### src/rtl/rr_encoder4_2.sv
// rr_encoder4_2: registered 4:2 round-robin request encoder.
//
// Picks one winner from up to four level-sensitive request lines and presents
// it as a 2-bit index (plus its one-hot decode) behind a valid/ready handshake.
// A presented grant is held stable until it is consumed. With ROUND_ROBIN = 1
// the search start rotates to one past the last consumed grant, so no
// requester starves. With ROUND_ROBIN = 0 the lowest set index always wins.
//
// Ports:
//   clk        - system clock, rising edge
//   reset_n    - asynchronous active-low reset
//   en         - enable for new grants; a held grant is never cancelled by it
//   req[3:0]   - request lines, any combination
//   out_ready  - consumer accepts the presented grant this cycle
//   out_valid  - a grant is being presented
//   out_sel    - encoded index of the granted request
//   out_onehot - decode(out_sel) while out_valid, otherwise zero
//
// All outputs come straight from registers.

module rr_encoder4_2 #(
    parameter bit ROUND_ROBIN = 1'b1
) (
    input  logic       clk,
    input  logic       reset_n,
    input  logic       en,
    input  logic [3:0] req,
    input  logic       out_ready,
    output logic       out_valid,
    output logic [1:0] out_sel,
    output logic [3:0] out_onehot
);

    typedef enum logic [0:0] {
        StIdle,
        StHold
    } state_e;

    state_e     state_q, state_d;
    logic [1:0] ptr_q, ptr_d;
    logic [1:0] sel_q, sel_d;
    logic [3:0] onehot_q, onehot_d;

    logic       transfer;
    logic [1:0] search_ptr;
    logic [1:0] win_idx;
    logic       win_found;

    assign transfer = (state_q == StHold) && out_ready;

    // On a transfer the next winner is searched from the already-updated
    // pointer, so back-to-back grants rotate without a bubble.
    always_comb begin
        search_ptr = ptr_q;
        if (transfer && ROUND_ROBIN) begin
            search_ptr = sel_q + 2'd1;
        end
    end

    // Scan upward from search_ptr, wrapping 3 -> 0; the first set bit wins.
    always_comb begin
        logic [1:0] idx;
        win_idx   = 2'd0;
        win_found = 1'b0;
        idx       = 2'd0;
        for (int i = 0; i < 4; i++) begin
            idx = search_ptr + 2'(i);
            if (!win_found && req[idx]) begin
                win_idx   = idx;
                win_found = 1'b1;
            end
        end
    end

    always_comb begin
        state_d  = state_q;
        ptr_d    = ptr_q;
        sel_d    = sel_q;
        onehot_d = onehot_q;

        unique case (state_q)
            StIdle: begin
                if (en && win_found) begin
                    sel_d    = win_idx;
                    onehot_d = 4'b0001 << win_idx;
                    state_d  = StHold;
                end
            end
            StHold: begin
                // Without out_ready everything stays frozen, even if req drops.
                if (out_ready) begin
                    if (ROUND_ROBIN) begin
                        ptr_d = sel_q + 2'd1;
                    end
                    if (en && win_found) begin
                        sel_d    = win_idx;
                        onehot_d = 4'b0001 << win_idx;
                    end else begin
                        // out_sel keeps its last value; only onehot clears.
                        onehot_d = 4'b0000;
                        state_d  = StIdle;
                    end
                end
            end
            default: begin
                state_d = StIdle;
            end
        endcase
    end

    always_ff @(posedge clk or negedge reset_n) begin
        if (!reset_n) begin
            state_q  <= StIdle;
            ptr_q    <= 2'd0;
            sel_q    <= 2'd0;
            onehot_q <= 4'b0000;
        end else begin
            state_q  <= state_d;
            ptr_q    <= ptr_d;
            sel_q    <= sel_d;
            onehot_q <= onehot_d;
        end
    end

    assign out_valid  = (state_q == StHold);
    assign out_sel    = sel_q;
    assign out_onehot = onehot_q;

endmodule
### config.mk
export PLATFORM = sky130hd
export DESIGN_NAME = rr_encoder4_2
export DESIGN_NICKNAME = d
export VERILOG_FILES = /design/src/rtl/rr_encoder4_2.sv
export SDC_FILE = /design/constraint.sdc
export NUM_CORES = 1
export LEC_CHECK = 0
export CORE_MARGIN = 8
export CORE_UTILIZATION = 30
export DETAILED_ROUTE_END_ITERATION = 10
export HOLD_SLACK_MARGIN = 0.05
export PLACE_DENSITY = 0.63
export RECOVER_POWER = 50
export SYNTH_ARGS = -nofsm -noshare
export SYNTH_HDL_FRONTEND = slang
export SYNTH_SLANG_ARGS = --single-unit
### constraint.sdc
create_clock -name clk -period 1.7 [get_ports clk]
set_input_delay 0.255 -clock clk [delete_from_list [all_inputs] [get_ports clk]]
set_output_delay 0.255 -clock clk [all_outputs]
set_load 0.02 [all_outputs]
* Word level (Yosys, flattened, before mapping) *
Cells that the tools add are included.

word-level totals
  flip-flop bits (word level) = 9
  bits in latches = 0
  bits in writable memories = 0
  bits in read-only memories = 0
  input bits = 8
  output and inout bits = 7
  word-level logic and storage cells = 53
  memories kept = 0

operators by class
  add/subtract/negate cells = 4
  multiply operators = 0
  div/mod/pow operators = 0
  $lt $le $gt $ge = 4
  equality and inequality tests = 2
  shift operators = 1
  multiplexer cells = 27
  bitwise gates (word level) = 1
  reductions and logical operators = 10

operators with widths
  operator                                                                       count
  2-bit 2-to-1 mux                                                               7
  2-bit by 3-bit less-than comparator with 1-bit output (second input constant)  4
  4-bit 2-to-1 mux                                                               3
  1-bit 2-to-1 mux                                                               10
  1-bit binary-select mux with 2-bit select                                      4
  4-bit one-hot mux with 2 select lines                                          1
  1-bit logical AND                                                              5
  2-bit by 1-bit adder with 2-bit output (second input constant)                 2
  2-bit adder (second input constant)                                            2
  2-bit != test (second input constant)                                          2
  2-bit one-hot mux with 2 select lines                                          1
  2-bit AND reduction                                                            2
  1-bit by 2-bit << shifter with 4-bit output (first input constant)             1
  1-bit logical NOT                                                              3
  1-bit one-hot mux with 2 select lines                                          1
  1-bit NOT                                                                      1

* Depth between registers and ports, before layout *
Gate-level depths: netlist of the first run.

  depth in word-level cells = 18
  gate-level depth with buffers = 5
  mapped depth without buffers = 5

* Least setup slack after synthesis of the first run *
No wires, ideal clock.

  path kind = register to register
  start point = reg state_q (netlist: out_valid)
  end point = reg onehot_q[3] (netlist: out_onehot[3])
  setup time = 0.121 ns
  arrival = 1.480 ns
  required time = 1.579 ns
  setup slack = 0.099 ns
  stages on the path, launching flop included = 6
  path buffers = 0
  period minus slack after synthesis = 1.601 ns
  cell sequence = dfrtp_1 > and2_4 > o21ai_2 > o21a_1 > o32a_1 > a22o_1

on the way
  longest elaborated chain between the ends = 18
  elaborated cells between the ends (all ways) = 37
  classes of those cells = add/sub (3); eq/ne (2); shift (1); mux (21); bitwise (1); reduce/logical (9)

ends and longest elaborated chain
  element                                                                          line  source
  from (decl)                                                                      39    state_e state_q, state_d;
  from (signal assigned)                                                           113   state_q <= StIdle;
  from (signal assigned)                                                           118   state_q <= state_d;
  branches (longest 18 deep; another with 2-bit by 1-bit adder with 2-bit output)  n/a
  to (signal assigned)                                                             121   onehot_q <= onehot_d;
  to (decl)                                                                        42    logic [3:0] onehot_q, onehot_d;

Several ways; the timed one is not identified. The select of a mux whose other input is x is not followed.
A chain may end at the register's enable or synchronous reset.

* Final worst setup path of the first run *
  start point = in req[0]
  end point = reg onehot_q[1] (netlist: out_onehot[1])

on the way
  longest elaborated chain between the ends = 16
  elaborated cells between the ends (all ways) = 30
  classes of those cells = eq/ne (1); shift (1); mux (20); reduce/logical (8)

ends and longest elaborated chain
  element                                                                           line  source
  from (decl)                                                                       27    input logic [3:0] req,
  1-bit binary-select mux with 2-bit select                                         68    if (!win_found && req[idx]) begin
  1-bit 2-to-1 mux (implied by the code)                                            68
  1-bit 2-to-1 mux                                                                  68
  1-bit logical NOT                                                                 68
  1-bit logical AND                                                                 68
  1-bit 2-to-1 mux                                                                  68
  1-bit logical NOT                                                                 68
  1-bit logical AND                                                                 68
  1-bit 2-to-1 mux                                                                  68
  1-bit logical NOT                                                                 68
  1-bit logical AND                                                                 68
  2-bit 2-to-1 mux or 1-bit 2-to-1 mux (tied branches)                              68
  1-bit by 2-bit << shifter with 4-bit output or 1-bit logical AND (tied branches)  n/a
  4-bit 2-to-1 mux                                                                  95    if (en && win_found) begin
  4-bit 2-to-1 mux                                                                  91    if (out_ready) begin
  4-bit one-hot mux with 2 select lines                                             81    unique case (state_q)

Parallel ways exist; a longest one is shown, timed or not. The select of a mux whose other input is x is not followed.

==> results of run 1 <==
routing by layer:
metal / vias up / track usage
met5: - / 0
met4: 0 / 0.0412
met3: 2 / 0.0382
met2: 6 / 0.127
met1: 227 / 0.107
li1: 252 / -
registers in the layout (all words and copies together), names as in the netlist:
register / flops
out_onehot: 4
out_sel: 2
ptr_q: 2
out_valid: 1
area by class of cell:
type | count | share of cell area
Clock buffer | 4 | 0.0337
Inverter | 1 | 0.00481
Multi-Input combinational cell | 40 | 0.353
Sequential cell | 9 | 0.292
Tap cell | 16 | 0.0256
Timing Repair Buffer | 25 | 0.292
metrics by stage:
| step | instances | hold WS [ps] | power, W |
|---|---|---|---|
| after CTS | 94 | 296 | 0.000880 |
| after detailed placement | 90 | 483 | 0.000709 |
| after global placement | 90 | 480 | 0.000704 |
| after global routing | 95 | 389 | 0.000959 |
| after floorplan | 50 | -40.6 | 0.000524 |
| final | 95 | 365 | 0.000893 |
cell usage in the layout (no fill, tap or decap), types with 3 or more instances in the layout:
cell type	instances
clkdlybuf4s50_1	11
buf_4	11
dfrtp_1	7
nand2_1	5
o21ai_0	4
nor2_1	3
nand2b_1	3
clkbuf_4	3
cell families after synthesis:
group / synth area share
xor+xnor: 0.0178
simple gates: 0.193
mux: 0.0204
buf+inv: 0.00763
compound gates: 0.303
flops: 0.458
worst paths after layout:
kind                                           startpoint                   endpoint  cells past startpoint
worst max-delay path                               req[0]  out_onehot[1]$_DFFE_PN0P_                      6
worst min-delay path                              reset_n  out_onehot[2]$_DFFE_PN0P_                      1
worst max register to register     out_sel[0]$_DFFE_PN0P_  out_onehot[3]$_DFFE_PN0P_                      5
worst min register to register  out_onehot[0]$_DFFE_PN0P_  out_onehot[0]$_DFFE_PN0P_                      2
max in group asynchronous                         reset_n     out_sel[0]$_DFFE_PN0P_                      1
min in group clk                                out_ready        out_valid$_DFF_PN0_                      3
worst register-to-register path: stages, from the launching register on:
cell and delay [ps]:
dfrtp_2 460, xnor2_2 210, o21ai_2 90, o21a_1 120, o32a_1 350, a22o_1 200
power by group through the flow:
stage          registers (W)  clock network [W]  logic (W)
3_5_place_dp        0.000327                  0   0.000382
6_report            0.000329           0.000164   0.000399
5_1_grt             0.000341           0.000184   0.000435
4_1_cts             0.000324           0.000172   0.000384
3_3_place_gp        0.000327                  0   0.000378
2_1_floorplan       0.000362                  0   0.000162
what timing repair did:
action / in CTS / in global routing
endpoints found under the setup margin: 0 / 4
gates resized for setup: 0 / 6
hold buffers: 0 / 0
setup buffers: 0 / 1
==> run metrics, run 1 <==
Synth Warn #=0; largest net degree at the start of global routing=10; Cells after Synth=50; Post-Syn Nets=58; met2 WL=605 microns; clock buffers created by TritonCTS=3; Die Span Y=56.5 microns; IO Count=15; layout cells sized above 1=0.278; diode count=0; sw power=0.000313 W; worst setup margin=88.7 ps; Worst-Skew Late Latency=260 ps; drt pass-1 iters=4; Detailed Route WL=1.32 mm; clk root buf=clkbuf_4; Int Pwr=0.000580 W; Slew HR=0.720; initial drt markers=2; clock power share=0.184; final antenna-violating net count=0; P_leak=0.353 nW; first-pass GRT wire length=2.30 mm; Synth area leaders=dfrtp_1 (46%), o21ai_0 (4.1%), nand2_1 (3.8%); most common cell in the synthesized netlist=dfrtp_1; Sw Ratio=0.350; Detailed Place HPWL=1.06 mm; critical path buffer and inverter count=2; die area=3190 sq um; Crit-path slowest cell=clkdlybuf4s50_1; max incr delay on CP=460 ps; synthesized area per cell=9.83 sq um; VDD IR max=570 uV; detailed-route via count=487; row count=14; dpl ws=-231 ps; PD cells=1140 nW/um^2; top cells by count, synth=dfrtp_1 (9), nand2_1 (5), o21ai_0 (4); Worst Path Max Fanout=4; synth unique cells=28; antenna violations before repair=0; ys flop type=dfrtp_1; Fmax achieved=621 MHz; clk buf depth=2; Post-synth EDFFs=0; critical path, cell by cell=clkdlybuf4s50_1 > o41ai_1 > buf_4 > nor2_1 > nor2_1 > a22o_1; wl on met1=640 microns; fin nets=88; Starting Density=0.323; Cell Area, Placed=727 sq um; drt wl/cell=13.9 microns; Clock Sink Count=9; final setup fails=0; Crit Path Category=input port to register; fill cell count=143; Worst-Margin Slew=419 ps; Synth Cell Area=492 sq um; All-Layer GR Usage=0.0876; routability cong.=0.768; CP top delay family=buffers and inverters; Seq pwr share=0.369; RSZ-0062 raised after global routing=false; Worst path most repeated cell=nor2_1; # port buffers=14; gr ovfl total=0; fin area=781 sq um; hold crit path type=input port to asynchronous set/reset pin; # DRC=0; post-route clock period utilization=0.948; Yosys reg bits=9; CTS H-tree depth=1; status=completed; P&R area growth vs syn=58.8%; dominant cell type by area after synthesis=dfrtp_1; fin. max-slew vios=0; area of the core=1520 sq um; Met3 Wirelength=70 microns; Critical Path Sink Type=register; fin crit period=1610 ps; vias in the first global route=513; Die X=56.5 microns; post-synth top area share=0.458; Max-Cap Viols=0; WP data required=1890 ps; CP arrival=1810 ps; Worst setup SP type=input port; CTS tree=yes; setup TNS=0 ps; slack of the worst reg-to-reg path=160 ps; count of final hold-check violations=0; combinational fraction of design power=0.447; Post-synth ARST share=1.00; Core Util, Final=0.512; Reg clk slew, reported paths=60 ps; multi-input logic area=275 sq um; uppermost layer routed=met4; worst clock skew=3.68 ps; vias per inst=5.13; sequential share of the synthesized area=0.458; FF+latch area=228 sq um
(Power assumes the default switching activity.)
==> inputs of run 2 (changes only) <==
SLEW_MARGIN = 20   (was unset)
==> results of run 2 <==
Same layout as run 1: the final DEF is identical, and so are final timing and power.
